`src/rtl/ret_stack_ctrl_pkg.sv`:
```
// rtl/ret_stack_ctrl_pkg.sv - shared sizes, op encoding and pointer struct for the return stack
package ret_stack_ctrl_pkg;

  localparam int RS_DEPTH    = 16;
  localparam int RS_PTR_W    = $clog2(RS_DEPTH);
  localparam int RS_IP_WIDTH = 48;
  localparam logic [RS_PTR_W:0] RS_COUNT_MAX = RS_DEPTH[RS_PTR_W:0];

  // Encoding is {pop, push} so decode bits cast straight into an op
  typedef enum logic [1:0] {
    NONE    = 2'b00,
    PUSH    = 2'b01,
    POP     = 2'b10,
    POPPUSH = 2'b11
  } ret_op_t;

  typedef struct packed {
    logic [RS_PTR_W-1:0] tos;
    logic [RS_PTR_W:0]   count;
  } rs_ptr_t;

endpackage

```
`src/rtl/ret_stack_ctrl_if.sv`:
```
// rtl/ret_stack_ctrl_if.sv - decode, prediction and commit signals between front end and return stack
interface ret_stack_ctrl_if
  import ret_stack_ctrl_pkg::*;
#(
  parameter int IP_WIDTH = RS_IP_WIDTH
);

  logic [1:0]          dec_valid;
  logic [1:0]          dec_push;
  logic [1:0]          dec_pop;
  logic [IP_WIDTH-1:0] dec_ret_addr0;
  logic [IP_WIDTH-1:0] dec_ret_addr1;
  logic                dec_ready;
  logic [1:0]          pred_valid;
  logic [IP_WIDTH-1:0] pred_target0;
  logic [IP_WIDTH-1:0] pred_target1;
  logic [1:0]          cmt_valid;
  logic [1:0]          cmt_push;
  logic [1:0]          cmt_pop;

  modport master (
    output dec_valid, dec_push, dec_pop, dec_ret_addr0, dec_ret_addr1,
    output cmt_valid, cmt_push, cmt_pop,
    input  dec_ready, pred_valid, pred_target0, pred_target1
  );

  modport slave (
    input  dec_valid, dec_push, dec_pop, dec_ret_addr0, dec_ret_addr1,
    input  cmt_valid, cmt_push, cmt_pop,
    output dec_ready, pred_valid, pred_target0, pred_target1
  );

endinterface

```
`src/rtl/ret_stack_ptr_upd.sv`:
```
// rtl/ret_stack_ptr_upd.sv - next tos/count for one slot op; pop before push, pop at empty is a no-op
module ret_stack_ptr_upd
  import ret_stack_ctrl_pkg::*;
(
  input  rs_ptr_t curPtr,
  input  ret_op_t op,
  output rs_ptr_t nextPtr,
  output logic    underflow
);

  always_comb begin
    nextPtr   = curPtr;
    underflow = 1'b0;
    if (op == POP || op == POPPUSH) begin
      if (curPtr.count == '0) begin
        underflow = 1'b1;
      end else begin
        nextPtr.tos   = curPtr.tos - 1'b1;
        nextPtr.count = curPtr.count - 1'b1;
      end
    end
    // A push at full wraps onto the oldest entry, so only the count saturates
    if (op == PUSH || op == POPPUSH) begin
      nextPtr.tos = nextPtr.tos + 1'b1;
      if (nextPtr.count != RS_COUNT_MAX) begin
        nextPtr.count = nextPtr.count + 1'b1;
      end
    end
  end

endmodule

```
`src/rtl/ret_stack_ctrl.sv`:
```
// rtl/ret_stack_ctrl.sv - two-slot return address stack with speculative/committed pointers
// Optional RET_STACK_SHADOW_EN: committed shadow array restores entry contents on flush.
module ret_stack_ctrl
  import ret_stack_ctrl_pkg::*;
#(
  parameter int DEPTH    = RS_DEPTH,
  parameter int IP_WIDTH = RS_IP_WIDTH,
  parameter int PTR_W    = $clog2(DEPTH)
) (
  input  logic             clk,
  input  logic             rst,
  ret_stack_ctrl_if.slave  rsIf,
  input  logic             flush,
  output logic [PTR_W:0]   spec_count,
  output logic             full,
  output logic             empty,
  output logic             underflow
);

  logic                accept;
  logic [1:0]          decPush, decPop, cmtPushV, cmtPopV;
  rs_ptr_t             specPtr, specMid, specNext, cmtPtr, cmtMid, cmtNext;
  ret_op_t             specOp0, specOp1, cmtOp0, cmtOp1;
  logic                specUf0, specUf1;
  logic [1:0]          unusedCmtUf;
  logic                predV0, predV1;
  logic [IP_WIDTH-1:0] target0, target1;
  logic [IP_WIDTH-1:0] entries [DEPTH];

  assign accept         = ~flush;
  assign rsIf.dec_ready = accept;

  assign decPush  = rsIf.dec_valid & rsIf.dec_push & {2{accept}};
  assign decPop   = rsIf.dec_valid & rsIf.dec_pop  & {2{accept}};
  assign cmtPushV = rsIf.cmt_valid & rsIf.cmt_push;
  assign cmtPopV  = rsIf.cmt_valid & rsIf.cmt_pop;

  assign specOp0 = ret_op_t'({decPop[0], decPush[0]});
  assign specOp1 = ret_op_t'({decPop[1], decPush[1]});
  assign cmtOp0  = ret_op_t'({cmtPopV[0], cmtPushV[0]});
  assign cmtOp1  = ret_op_t'({cmtPopV[1], cmtPushV[1]});

  ret_stack_ptr_upd specUpd0 (.curPtr(specPtr), .op(specOp0), .nextPtr(specMid),  .underflow(specUf0));
  ret_stack_ptr_upd specUpd1 (.curPtr(specMid), .op(specOp1), .nextPtr(specNext), .underflow(specUf1));
  ret_stack_ptr_upd cmtUpd0  (.curPtr(cmtPtr),  .op(cmtOp0),  .nextPtr(cmtMid),   .underflow(unusedCmtUf[0]));
  ret_stack_ptr_upd cmtUpd1  (.curPtr(cmtMid),  .op(cmtOp1),  .nextPtr(cmtNext),  .underflow(unusedCmtUf[1]));

  // Slot 1 reads after slot 0's op; a slot 0 push lands at specMid.tos, so bypass it
  assign predV0  = decPop[0] & ~specUf0;
  assign predV1  = decPop[1] & ~specUf1;
  assign target0 = entries[specPtr.tos];
  assign target1 = decPush[0] ? rsIf.dec_ret_addr0 : entries[specMid.tos];

  assign spec_count = specPtr.count;
  assign full       = (specPtr.count == RS_COUNT_MAX);
  assign empty      = (specPtr.count == '0);

  always_ff @(posedge clk or negedge rst) begin
    if (!rst) begin
      specPtr           <= '0;
      cmtPtr            <= '0;
      rsIf.pred_valid   <= '0;
      rsIf.pred_target0 <= '0;
      rsIf.pred_target1 <= '0;
      underflow         <= 1'b0;
    end else begin
      cmtPtr            <= cmtNext;
      specPtr           <= flush ? cmtNext : specNext;
      rsIf.pred_valid   <= {predV1, predV0};
      rsIf.pred_target0 <= predV0 ? target0 : '0;
      rsIf.pred_target1 <= predV1 ? target1 : '0;
      underflow         <= specUf0 | specUf1;
    end
  end

`ifdef RET_STACK_SHADOW_EN
  localparam int FIFO_W = PTR_W + 1;

  logic [IP_WIDTH-1:0] shadow   [DEPTH];
  logic [IP_WIDTH-1:0] pushFifo [2*DEPTH];
  logic [FIFO_W-1:0]   fifoWr, fifoRd, fifoRd1, fifoRdNext, fifoWr1;
  logic [IP_WIDTH-1:0] cmtAddr0, cmtAddr1;

  // Speculative push addresses queue up in program order; retiring calls drain them
  assign fifoRd1    = fifoRd + FIFO_W'(cmtPushV[0]);
  assign fifoRdNext = fifoRd1 + FIFO_W'(cmtPushV[1]);
  assign fifoWr1    = fifoWr + FIFO_W'(decPush[0]);
  assign cmtAddr0   = pushFifo[fifoRd];
  assign cmtAddr1   = pushFifo[fifoRd1];

  always_ff @(posedge clk or negedge rst) begin
    if (!rst) begin
      fifoWr <= '0;
      fifoRd <= '0;
    end else begin
      fifoRd <= fifoRdNext;
      fifoWr <= flush ? fifoRdNext : fifoWr1 + FIFO_W'(decPush[1]);
    end
  end

  always_ff @(posedge clk) begin
    if (decPush[0]) pushFifo[fifoWr]  <= rsIf.dec_ret_addr0;
    if (decPush[1]) pushFifo[fifoWr1] <= rsIf.dec_ret_addr1;
    if (cmtPushV[0]) shadow[cmtMid.tos]  <= cmtAddr0;
    if (cmtPushV[1]) shadow[cmtNext.tos] <= cmtAddr1;
  end

  always_ff @(posedge clk) begin
    if (flush) begin
      for (int i = 0; i < DEPTH; i++) begin
        if (cmtPushV[1] && cmtNext.tos == RS_PTR_W'(i)) entries[i] <= cmtAddr1;
        else if (cmtPushV[0] && cmtMid.tos == RS_PTR_W'(i)) entries[i] <= cmtAddr0;
        else entries[i] <= shadow[i];
      end
    end else begin
      if (decPush[0]) entries[specMid.tos]  <= rsIf.dec_ret_addr0;
      if (decPush[1]) entries[specNext.tos] <= rsIf.dec_ret_addr1;
    end
  end
`else
  always_ff @(posedge clk) begin
    if (decPush[0]) entries[specMid.tos]  <= rsIf.dec_ret_addr0;
    if (decPush[1]) entries[specNext.tos] <= rsIf.dec_ret_addr1;
  end
`endif

endmodule

```
`src/flat_wrapper.sv`:
```
// flat-port wrapper written by rule: the top's interface ports become plain ports
module ret_stack_ctrl_flat import ret_stack_ctrl_pkg::*;
#(
  parameter int DEPTH    = RS_DEPTH,
  parameter int IP_WIDTH = RS_IP_WIDTH,
  parameter int PTR_W    = $clog2(DEPTH)
)
  (clk, rst, flush, spec_count, full, empty, underflow, rsIf_dec_valid, rsIf_dec_push, rsIf_dec_pop, rsIf_dec_ret_addr0, rsIf_dec_ret_addr1, rsIf_cmt_valid, rsIf_cmt_push, rsIf_cmt_pop, rsIf_dec_ready, rsIf_pred_valid, rsIf_pred_target0, rsIf_pred_target1);
  ret_stack_ctrl_if #(.IP_WIDTH(IP_WIDTH)) rsIf_i ();
  input  logic clk;
  input  logic rst;
  input  logic flush;
  output logic [PTR_W:0] spec_count;
  output logic full;
  output logic empty;
  output logic underflow;
  input wire logic [$bits(rsIf_i.dec_valid)-1:0] rsIf_dec_valid;
  input wire logic [$bits(rsIf_i.dec_push)-1:0] rsIf_dec_push;
  input wire logic [$bits(rsIf_i.dec_pop)-1:0] rsIf_dec_pop;
  input wire logic [$bits(rsIf_i.dec_ret_addr0)-1:0] rsIf_dec_ret_addr0;
  input wire logic [$bits(rsIf_i.dec_ret_addr1)-1:0] rsIf_dec_ret_addr1;
  input wire logic [$bits(rsIf_i.cmt_valid)-1:0] rsIf_cmt_valid;
  input wire logic [$bits(rsIf_i.cmt_push)-1:0] rsIf_cmt_push;
  input wire logic [$bits(rsIf_i.cmt_pop)-1:0] rsIf_cmt_pop;
  output wire logic [$bits(rsIf_i.dec_ready)-1:0] rsIf_dec_ready;
  output wire logic [$bits(rsIf_i.pred_valid)-1:0] rsIf_pred_valid;
  output wire logic [$bits(rsIf_i.pred_target0)-1:0] rsIf_pred_target0;
  output wire logic [$bits(rsIf_i.pred_target1)-1:0] rsIf_pred_target1;
  assign rsIf_i.dec_valid = rsIf_dec_valid;
  assign rsIf_i.dec_push = rsIf_dec_push;
  assign rsIf_i.dec_pop = rsIf_dec_pop;
  assign rsIf_i.dec_ret_addr0 = rsIf_dec_ret_addr0;
  assign rsIf_i.dec_ret_addr1 = rsIf_dec_ret_addr1;
  assign rsIf_i.cmt_valid = rsIf_cmt_valid;
  assign rsIf_i.cmt_push = rsIf_cmt_push;
  assign rsIf_i.cmt_pop = rsIf_cmt_pop;
  assign rsIf_dec_ready = rsIf_i.dec_ready;
  assign rsIf_pred_valid = rsIf_i.pred_valid;
  assign rsIf_pred_target0 = rsIf_i.pred_target0;
  assign rsIf_pred_target1 = rsIf_i.pred_target1;
  ret_stack_ctrl #(.DEPTH(DEPTH), .IP_WIDTH(IP_WIDTH), .PTR_W(PTR_W)) u_core (.clk(clk), .rst(rst), .rsIf(rsIf_i), .flush(flush), .spec_count(spec_count), .full(full), .empty(empty), .underflow(underflow));
endmodule
```
`config.mk`:
```
export PLATFORM = sky130hd
export DESIGN_NAME = ret_stack_ctrl_flat
export DESIGN_NICKNAME = d
export VERILOG_FILES = /design/src/rtl/ret_stack_ctrl_pkg.sv /design/src/rtl/ret_stack_ctrl_if.sv /design/src/rtl/ret_stack_ptr_upd.sv /design/src/rtl/ret_stack_ctrl.sv /design/src/flat_wrapper.sv
export SDC_FILE = /design/constraint.sdc
export NUM_CORES = 2
export LEC_CHECK = 0
export CAP_MARGIN = 5
export CORE_ASPECT_RATIO = 0.5
export CORE_MARGIN = 1.5
export CORE_UTILIZATION = 59
export DETAILED_ROUTE_END_ITERATION = 10
export GPL_TIMING_DRIVEN = 0
export PLACE_DENSITY = 0.81
export SYNTH_ARGS = -nofsm -noshare
export SYNTH_HDL_FRONTEND = slang
export SYNTH_HIERARCHICAL = 1
export SYNTH_SLANG_ARGS = --single-unit
```
`constraint.sdc`:
```
create_clock -name clk -period 8.4 [get_ports clk]
set_clock_uncertainty 0.05 [all_clocks]
set_input_delay 1.68 -clock clk [delete_from_list [all_inputs] [get_ports clk]]
set_output_delay 1.68 -clock clk [all_outputs]
set_load 0.01 [all_outputs]
```
* Word level (Yosys, flattened, before mapping) *
Memory sizes are Yosys's and may differ from the RTL's.
Cells that the tools add are included.

storage, ports and cells
  register bits = 117
  memory bits (writable) = 768
  bits of input ports = 111
  output and inout port bits = 107
  word-level logic and storage cells = 94
  memories = 1

cells by class
  $add $sub $neg = 16
  equality and inequality tests = 17
  multiplexer cells = 28
  bitwise gates (word level) = 12
  reduce and logical (&&, ||, !) cells = 12

memories
  memory          depth  bits a word  rd ports  clocked after Yosys merged registers in  write ports  RTL line              source
  u_core.entries  16     48           2         0                                        2            ret_stack_ctrl.sv:28  logic [IP_WIDTH-1:0] entries [DEPTH];

operators by type and width
  operator                                          count
  two-way mux 48 bit                                3
  two-way mux 9 bit                                 13
  adder 5 x 1 -> 5 bit, second input constant       4
  zero test 5 bit                                   4
  two-way mux 5 bit                                 4
  inequality test 5 bit, second input constant      4
  subtractor 5 x 1 -> 5 bit, second input constant  4
  adder 4 x 1 -> 4 bit, second input constant       4
  == test 2 bit, second input constant              8
  subtractor 4 x 1 -> 4 bit, second input constant  4
  AND 2 bit                                         6
  == test 2 x 1 -> 1 bit, second input constant     4
  logical OR 1 bit                                  8
  two-way mux 1 bit                                 8
  == test 5 bit, second input constant              1
  NOT 1 bit                                         3
  AND 1 bit                                         2
  bitwise OR 1 bit                                  1

* Longest topological paths before layout *
  depth in word-level cells = 15
  mapped depth = 25
  depth with buffers taken out = 22

* Hierarchy *
The synthesis kept the hierarchy.

modules (own cells, without submodules)
  module             instances  cells an instance  area an instance (um2)  seq. area each (um2)
  ret_stack_ctrl     1          3134               48485.3                 25989.9
  ret_stack_ptr_upd  4          64                 462.9                   0.0

* Worst setup path after synthesis *
Ideal clock, no wire load.

  path kind = input to register
  from = input port flush
  to = memory u_core/entries[13][0] (netlist bit) (enable)
  library setup time = 520 ps
  arrival time = 7483 ps
  required time = 7830 ps
  path slack = 347 ps
  stages = 12
  buffers on the path = 4
  path through = inv_1 nand3_1 clkinv_1 clkbuf_1 inv_1 xnor2_1 buf_2 nor2b_1 clkbuf_1 buf_2 nand2_1 o21ai_0

RTL lines
  what                RTL line              source
  start: declaration  flat_wrapper.sv:12    input logic flush;
  end: declaration    ret_stack_ctrl.sv:28

==> flow_summary.json <==
{
  "crit_path_end_kind": "flop",
  "ys_warn_count": 6,
  "rsz0062_at_grt": "false",
  "setup_viol": 0,
  "peakVddDrop_uv": 317,
  "seqPwrFrac_pct": 30.2,
  "p_leak_nw": 20.1,
  "dr_total_vias": 37400,
  "async_flop_share_pct": 13.2,
  "port_buffers": 217,
  "insertion_delay_ns": 0.68,
  "placed_cells": 4770,
  "hold_buffers": 0,
  "drv_slew": 0,
  "postSynthCellCount": 3390,
  "max_slew_margin_pct": 6.19,
  "wl_per_cell_um": 37.3,
  "p_sw_share_pct": 40.5,
  "via_per_inst": 7.58,
  "path_cells": "clkdlybuf4s50_1 -> inv_1 -> nand3_2 -> inv_6 -> inv_1 -> nor3_1 -> mux2i_1 -> a211o_1 -> and3_1 -> nand2b_4 -> o31ai_4 -> xnor2_1 -> ha_1 -> nand2_1 -> xor2_1 -> xnor2_1 -> buf_2 -> nor2_1 -> nand2_1 -> buf_2 -> buf_2 -> o21ai_4 -> buf_16 -> buf_16",
  "place_hpwl_um": 122000,
  "grt.total_usage_pct": 41.6,
  "ys.flop_type": "edfxtp_1",
  "synth_edf_count": 768,
  "fin_ws_ns": 0.134,
  "die-area_um2": 87200,
  "hold_class": "flop to flop",
  "start_util_pct": 59.8,
  "fin_area_um2": 57900,
  "ys_ff_latch": 885,
  "clk_pin_slew_ns": 0.06,
  "tightest_slew_ns": 1.41,
  "n_fill_cell": 5493,
  "antenna_found_initial": 7,
  "power.total_mw": 17.9,
  "cts_made_buffers": 82,
  "maxCapViolCount": 0,
  "intPower_mw": 10.6,
  "cp_max_fo": 19,
  "crit_type": "input port to flop",
  "clockBufferDepth": 3,
  "drt_first_iter_violations": 7278,
  "core-area_um2": 84200,
  "fmax_mhz": 121,
  "cts_tree": "done",
  "h-tree-depth": 3,
  "pin_count": 218,
  "ant_nets": 0,
  "drc": 0,
  "gp_congestion": 0.970,
  "finalHoldViolCount": 0,
  "cp.arrival_ns": 8.64,
  "r2r-start": "u_core/spec_count[0]",
  "yosysUniqueCellTypes": 55,
  "syn_area_um2": 50300,
  "final_cells": 4927,
  "cp_slowest_stage_delay_ns": 0.57,
  "synth.net_count": 3517,
  "tns_ns": 0,
  "grt_max_degree": 65,
  "rows": 75,
  "cts_root_buf": "clkbuf_16",
  "grt_pass1_wl_um": 257000,
  "finish.net_count": 3868,
  "die_w_um": 416,
  "areaGrowthSynthToFinish_pct": 15.0,
  "p_clk_share_pct": 20.8,
  "firstDrtPassIters": 6,
  "postPlaceCellArea_um2": 55200,
  "worstPathRequired_ns": 8.77,
  "drt-total-wl_um": 184000,
  "synth_seq_area_share_pct": 51.6,
  "drive_gt1_share_pct": 36.2,
  "power_density_nw_per_um2": 309,
  "fin_util_pct": 68.7,
  "syn_area_per_cell_um2": 14.8,
  "cts.sinks": 885,
  "post-route-period-util_pct": 98.4,
  "worstSetupStartpoint": "flush",
  "period_needed_ns": 8.27,
  "hold-worst-slack_ns": 0.622,
  "crit_path_frequent_cell": "buf_2",
  "first_global_vias": 36900,
  "fp.dieH_um": 210,
  "critPathLaunchType": "input port",
  "gr-total-overflow": 0,
  "p_switching_mw": 7.24,
  "power_frac_comb_pct": 49.0,
  "worstHoldStart": "u_core/cmtPtr[8]",
  "cp_slowest_cell": "buf_2",
  "status": "complete, no violations",
  "pre_cts_ws_ns": -1.26
}
## power by group through the flow
stage | sequential [mW] | clock [mW] | combinational (mW)
after floorplan | 5.49 | 0 | 5.26
after global placement | 5.55 | 0 | 7.83
after detailed placement | 5.48 | 0 | 8.21
after CTS | 5.39 | 3.72 | 8.26
after global routing | 5.42 | 3.88 | 8.84
final | 5.40 | 3.73 | 8.77
## per-layer routing
metal / share of wire, % / GRT usage (%) / up-vias / wire, µm
li1: - / - / 14200 / -
met1: 33 / 54.4 / 18200 / 61000
met2: 41 / 59.0 / 4035 / 75700
met3: 19 / 18.3 / 837 / 35700
met4: 6.2 / 20.9 / 4 / 11300
met5: 0.082 / 1.59 / - / 150
## registers in the layout, summed over array words and instances, names as in the netlist
register and count:
u_core/cmtPtr 9, u_core/rsIf.pred_target1 48, u_core/specPtr 4, u_core/rsIf.pred_valid 2
u_core/spec_count 5, u_core/rsIf.pred_target0 48, u_core/underflow 1, u_core/entries 768
## final cells by class
class,instances,area (µm²),area share (%)
Sequential cell,885,26000,44.9
Multi-Input combinational cell,2111,22800,39.4
Timing Repair Buffer,268,3340,5.77
Clock buffer,123,2380,4.12
Buffer,354,1630,2.82
Tap cell,1116,1400,2.41
Clock inverter,26,185,0.320
Inverter,39,151,0.262
Antenna cell,5,12.5,0.0216
## layout by cell type, fill, tap and decap left out, drive strengths merged, types with 12 or more instances in the layout
cell type / count
a2bb2oi: 33
nand3: 49
xor2: 12
mux2: 781
edfxtp: 768
o22ai: 154
a21oi: 56
clkbuf: 312
dfrtp: 117
inv: 40
a221oi: 15
buf: 217
mux2i: 400
nor2: 24
o21ai: 79
mux4: 240
nor3: 63
xnor2: 20
nand2: 65
clkdlybuf4s50: 216
nand2b: 13
ha: 16
clkinv: 22
## logic make-up after synthesis
group	after synthesis	synth area share [%]
multiplexers	1421	36.2
flip-flops	885	51.6
buffers and inverters	394	3.54
AO/OA/AOI/OAI	375	4.84
AND/OR/NAND/NOR	267	2.88
XOR/XNOR	32	0.557
adder cells (fa/ha/maj)	16	0.398
## cells in the mapped netlist (12+ instances only)
library cell,n,area share [%]
o21ai_0,78,0.78
a221oi_1,15,0.26
ha_1,16,0.40
mux2_1,12,0.27
mux2i_1,400,8.0
xnor2_1,20,0.35
nand3_1,49,0.49
dfrtp_1,117,5.8
edfxtp_1,768,46
mux2_2,769,17
clkbuf_1,190,1.4
xor2_1,12,0.21
buf_2,124,1.2
o22ai_1,154,1.9
a2bb2oi_1,33,0.57
inv_1,37,0.28
a21oi_1,56,0.56
nand2_1,65,0.48
mux4_2,240,11
nor3_1,61,0.61
nor2_1,21,0.16
buf_4,29,0.43
## what timing repair did
action | 4_1_cts | 5_1_grt
setup buffers | 0 | 4
setup endpoints to repair | 473 | 339
pin swaps | 0 | 1
gates cloned | 0 | 0
gates resized for setup | 1 | 4
## critical path: cells and delay by family
family	cells	cell delay [ns]
compound gates	3	1.19
xor+xnor	3	0.66
fa+ha+maj	1	0.20
buf+inv	9	3.15
mux	1	0.18
simple gates	7	1.49
## final timing paths
kind	endpoint	slack (ns)	cells past startpoint
setup / recovery	u_core/entries[3][15]	0.13	24
hold / removal	u_core/cmtPtr[8]	0.62	2
setup reg to reg	u_core/entries[3][15]	1.02	25
hold reg to reg	u_core/cmtPtr[8]	0.62	2
max in group asynchronous	u_core/rsIf.pred_target1[41]	6.57	2
min in group asynchronous	u_core/rsIf.pred_target1[14]	0.91	1
Note: power is estimated with default switching activity, not from simulation.
